[config.mk]
export PLATFORM = sky130hd
export DESIGN_NAME = display_mux_ctrl
export DESIGN_NICKNAME = d
export VERILOG_FILES = /design/src/rtl/display_pkg.sv /design/src/rtl/phase_timer.sv /design/src/rtl/display_mux_ctrl.sv
export SDC_FILE = /design/constraint.sdc
export NUM_CORES = 1
export LEC_CHECK = 0
export CAP_MARGIN = 30
export CORE_UTILIZATION = 59
export DETAILED_ROUTE_END_ITERATION = 7
export DONT_BUFFER_PORTS = 1
export PLACE_DENSITY = 0.81
export SLEW_MARGIN = 20
export SYNTH_ARGS = -nofsm -noshare
export SYNTH_HDL_FRONTEND = slang
export SYNTH_SLANG_ARGS = --single-unit
[constraint.sdc]
create_clock -name int_osc -period 5.1 [get_ports int_osc]
set_input_delay 0.51 -clock int_osc [delete_from_list [all_inputs] [get_ports int_osc]]
set_output_delay 0.51 -clock int_osc [all_outputs]
set_load 0.02 [all_outputs]
[src/rtl/display_pkg.sv]
// Shared types and constants for the seven-segment display multiplexer.
package display_pkg;

  typedef enum logic [1:0] {SHOW0, GAP0, SHOW1, GAP1} mux_state_t;

  localparam logic [1:0] AN_OFF = 2'b11;
  localparam logic [1:0] AN_D0  = 2'b10;
  localparam logic [1:0] AN_D1  = 2'b01;

  // Counter width able to hold max(a,b)-1; never narrower than one bit.
  function automatic int unsigned cnt_width(input int unsigned a, input int unsigned b);
    int unsigned m;
    m = (a > b) ? a : b;
    return (m < 2) ? 1 : $clog2(m);
  endfunction

endpackage

[src/rtl/phase_timer.sv]
// Phase counter: counts up from zero, flags when it reaches the loaded terminal value.
module phase_timer #(
  parameter int unsigned W = 2
) (
  input  logic         clk,
  input  logic         rst_n,
  input  logic         clr_i,
  input  logic [W-1:0] term_i,
  output logic         tc_c
);

  logic [W-1:0] cnt_q;
  logic [W-1:0] cnt_d;

  always_comb begin
    cnt_d = clr_i ? '0 : cnt_q + W'(1);
  end

  always_ff @(posedge clk or negedge rst_n) begin
    if (!rst_n) cnt_q <= '0;
    else        cnt_q <= cnt_d;
  end

  assign tc_c = (cnt_q == term_i);

endmodule

[src/rtl/display_mux_ctrl.sv]
// Time-multiplexes two hex nibbles onto one decoder with active-low anode
// enables and an all-off blanking gap between digits.
module display_mux_ctrl
  import display_pkg::*;
#(
  parameter int unsigned DWELL_CYCLES = 24000,
  parameter int unsigned BLANK_CYCLES = 480
) (
  input  logic       int_osc,
  input  logic       reset,
  input  logic [3:0] s0,
  input  logic [3:0] s1,
  output logic [3:0] hex_out,
  output logic [1:0] an,
  output logic       digit_sel,
  output logic       blank,
  output logic       frame
);

  localparam int unsigned CNT_W = cnt_width(DWELL_CYCLES, BLANK_CYCLES);
  localparam logic [CNT_W-1:0] DWELL_TERM = CNT_W'(DWELL_CYCLES - 1);
  localparam logic [CNT_W-1:0] BLANK_TERM = CNT_W'(BLANK_CYCLES - 1);

  mux_state_t       state_q, state_d;
  logic [3:0]       hex_q, hex_d;
  logic [1:0]       an_q, an_d;
  logic             sel_q, sel_d;
  logic             blank_q, blank_d;
  logic             frame_q, frame_d;
  logic [CNT_W-1:0] term_c;
  logic             tc_c;

  // Timer restarts on every transition, i.e. whenever it hits terminal count.
  phase_timer #(.W(CNT_W)) u_timer (
    .clk    (int_osc),
    .rst_n  (reset),
    .clr_i  (tc_c),
    .term_i (term_c),
    .tc_c   (tc_c)
  );

  always_ff @(posedge int_osc or negedge reset) begin
    if (!reset) begin
      state_q <= GAP1;
      hex_q   <= 4'h0;
      an_q    <= AN_OFF;
      sel_q   <= 1'b1;
      blank_q <= 1'b1;
      frame_q <= 1'b0;
    end else begin
      state_q <= state_d;
      hex_q   <= hex_d;
      an_q    <= an_d;
      sel_q   <= sel_d;
      blank_q <= blank_d;
      frame_q <= frame_d;
    end
  end

  // Next state and next outputs; outputs only change on a transition edge.
  always_comb begin
    state_d = state_q;
    hex_d   = hex_q;
    an_d    = an_q;
    sel_d   = sel_q;
    blank_d = blank_q;
    frame_d = 1'b0;
    term_c  = BLANK_TERM;
    if (state_q == SHOW0 || state_q == SHOW1) term_c = DWELL_TERM;
    if (tc_c) begin
      unique case (state_q)
        SHOW0: begin
          state_d = GAP0;
          an_d    = AN_OFF;
          blank_d = 1'b1;
        end
        GAP0: begin
          state_d = SHOW1;
          an_d    = AN_D1;
          hex_d   = s1;
          sel_d   = 1'b1;
          blank_d = 1'b0;
        end
        SHOW1: begin
          state_d = GAP1;
          an_d    = AN_OFF;
          blank_d = 1'b1;
        end
        GAP1: begin
          state_d = SHOW0;
          an_d    = AN_D0;
          hex_d   = s0;
          sel_d   = 1'b0;
          blank_d = 1'b0;
          frame_d = 1'b1;
        end
        default: state_d = GAP1;
      endcase
    end
  end

  assign hex_out   = hex_q;
  assign an        = an_q;
  assign digit_sel = sel_q;
  assign blank     = blank_q;
  assign frame     = frame_q;

endmodule

==> key figures <==
Outcome
  • Status: completed

Synthesis
  • Commonest cells in the synthesized netlist: dfrtp_1, nor2_1, nand2_1
  • Area contributors post-synth: dfrtp_1, dfstp_2, ha_1
  • Leading area contributor after synthesis: dfrtp_1
  • Sequential share of the synthesized area: 50.9%
  • Most numerous cell in the Yosys netlist: dfrtp_1
  • YS warnings: 0
  • Post-synth EDFFs: 0
  • Post-Synthesis Net Count: 145
  • Mean post-synth cell area: around 10 sq um
  • Flops & latches, synth: 26
  • Gate Count Post-Synth: approximately 130
  • Top-area cell type share of the netlist area: 38.7%
  • Mapped Area: roughly 1300 sq um
  • Netlist cell types: 29
  • Ys async rst share: between 90% and 100%
  • Ys flop type: dfrtp_1

Worst setup path
  • Crit-path cells: inv_1, ha_1, nor2_1, and3_1, o21a_2, nand2_1, o221a_2
  • Worst setup EP type: flop
  • Crit path kind: flop to flop
  • R2r endpoint: hex_out[0]
  • Top cell family by delay on the critical path: compound AO/OA/AOI/OAI gates
  • R2R cell count: 7
  • Crit path max-delay cell type: dfstp_2
  • CP Data Required Time: 5.32 ns
  • CP Buf/Inv Count: 1
  • Crit. path cell count: 7
  • WP data arrival: 2.41 ns
  • CP peak stage delay: 0.59 ns
  • Critical Path Fanout Max: 21
  • R2R setup slack: 2.91 ns
  • Startpoint types: flop
  • Worst r2r src: state_q[0]

CTS
  • Post-cts resize count: 0
  • TritonCTS Buffers: 3
  • Post-CTS Setup Inserts: 0
  • Clock sink count: 26
  • Buffer depth of the longest clock path: 2
  • CTS clk-pin slew, worst paths: 0.14 ns
  • Clock root cell: clkbuf_4
  • Htree depth: 1
  • CTS tree: yes
  • Clock latency on the worst-skew pair: 0.31 ns

Power
  • Combinational Power Share: under 10%
  • Switch share: 19.6%
  • Cell Pwr Density: 229 nW/um^2
  • Switching power: approximately 0.00006 W
  • Peak supply drop: 158 uV
  • Leak: approximately 0.64 nW
  • Total Power: approximately 0.00031 W
  • Clock share of power: 32.0%
  • Reg power frac: about two thirds
  • Int Power: ~0.00025 W

STA
  • Final setup viols: 0
  • WHS: around 0.38 ns
  • Worst setup margin: ~2.9 ns
  • Final hold violations: 0
  • Least-Margin Pin Slew: 0.671 ns
  • FMAX: between 400 and 500 MHz
  • Setup TNS: 0 ns
  • Max-slew violations: 0
  • Slew HR: about 55%
  • Final min period: around 2.2 ns
  • Period utilization: a little over two fifths
  • Clock Skews: 0.00985 ns
  • Unrepaired setup endpoints after global routing: no

Route
  • Drc violations: 0
  • WL per Instance: approximately 14 um
  • Antenna Nets Post-Route: 0
  • Vias: roughly 920
  • Total Wirelength: 2.26 mm
  • Detailed Routing Iterations Pass 1: 4
  • Starting DRC count in detailed routing: 15
  • Vias per cell: about 5.8

Hold path
  • Hold-critical path depth: 1
  • HP Class: input pin to flop
  • Hold Path Sink: hex_out[3]
  • Worst Hold Launch: s0[3]

Floorplan
  • Initial Util: between 60% and 70%
  • Die height: approximately 49 um
  • Row count: 16
  • Area of the die: roughly 2400 sq um
  • I/O pin cnt: 19
  • Core area: 2000 sq um
  • Die X: 48.8 um

Placed design
  • Gpl congestion: 0.779
  • Port-buffer cells: 0
  • Hpwl dp: 1.60 mm
  • Pre-CTS WS: slightly below 3 ns

Flow run
  • Max-cap viol count: 0

Cells and area
  • Area grow syn2layout: 6.20%
  • Reg area: roughly 660 sq um
  • Util after Layout: about two thirds
  • Layout cells sized above 1: approximately a tenth
  • N_diodes: 0
  • Fillers: approximately 140
  • Nets@finish: 149
  • Area occupied by multi-input gates: 579 sq um

GRT
  • Initial antenna violation count: 0
  • Largest net degree at the start of global routing: 22
  • First-pass GRT wire length: a little under 4 mm
  • Total gr overflow: 0
  • Vias in the first global route: 892
  • Gr usage total: between 20 and 25%
worst max path at each step:
stage | from | end | slack [ns]
global route | state_q[0] | hex_out[0] | 2.73
global placement | state_q[0] | hex_out[0] | 3.04
floorplan | state_q[0] | hex_out[1] | 3.33
finish | state_q[0] | hex_out[0] | 2.91
detailed placement | state_q[0] | hex_out[0] | 2.93
CTS | state_q[0] | hex_out[0] | 2.92
final cells by class:
class / instances / share of cell area (%)
inverter: 8 / 2.19
sequential: 26 / 47.9
tap: 27 / 2.46
timing repair buffer: 3 / 2.55
clock buffer: 4 / 2.64
multi-input combinational: 90 / 42.2
cell usage in the layout, fill, tap and decap left out:
master,count
a21oi_1,2
a31oi_1,4
and2_1,1
and3_1,2
and4_1,1
buf_8,1
clkbuf_4,3
clkbuf_8,1
dfrtp_1,20
dfstp_2,6
dlygate4sd3_1,2
ha_1,7
inv_1,8
nand2_1,12
nand2b_1,4
nand3_1,6
nand4_1,2
nand4b_1,1
nor2_1,19
nor3_1,2
nor4_2,1
nor4b_1,1
o21a_2,1
o21ai_0,5
o21ai_1,1
o221a_1,3
o221a_2,1
o31ai_1,1
xnor2_1,6
xor2_1,7
flip-flops by register name (all words and copies together), names as in the netlist:
register	cells
state_q	2
blank	1
frame	1
hex_out	4
an	2
digit_sel	1
u_timer.cnt_q	15
power groups by stage:
stage,clock network [W],registers (W),logic [W]
finish,0.000100,0.000206,0.00000712
global route,0.000112,0.000207,0.00000806
CTS,0.000104,0.000206,0.00000437
detailed placement,0,0.000210,0.000000736
global placement,0,0.000210,0.000000670
floorplan,0,0.000210,0.000000597
timing repair:
| item | CTS | global route |
|---|---|---|
| endpoints found under the hold margin | 20 | 6 |
| setup endpoints to repair | 0 | 0 |
| hold buffers | 1 | 1 |
metrics by stage:
step                      cells  instance area, sq um
after floorplan             128                  1290
after global placement      151                  1300
after detailed placement    151                  1300
after CTS                   156                  1350
after global routing        158                  1370
final                       158                  1370
layer usage:
| metal | vias to the layer above | global-route usage, % | share of wire [%] |
|---|---|---|---|
| met4 | 0 | 6.86 | 1.1 |
| met2 | 22 | 36.6 | 50 |
| met3 | 6 | 6.23 | 4.8 |
| li1 | 440 | - | - |
| met1 | 447 | 27.5 | 45 |
| met5 | - | 0 | 0 |
worst reg2reg max path, cell delays in order (launching register included):
cell     delay (ns)
dfstp_2        0.59
inv_1          0.09
ha_1           0.21
nor2_1         0.12
and3_1         0.18
o21a_2         0.38
nand2_1        0.22
o221a_2        0.31
logic make-up after synthesis:
| family | after synthesis | synth area share, % |
|---|---|---|
| flops | 26 | 50.9 |
| simple gates | 52 | 19.5 |
| buf+inv | 12 | 4.26 |
| fa+ha+maj | 7 | 6.78 |
| compound gates | 18 | 9.78 |
| xor+xnor | 13 | 8.81 |
(Power assumes the default switching activity.)
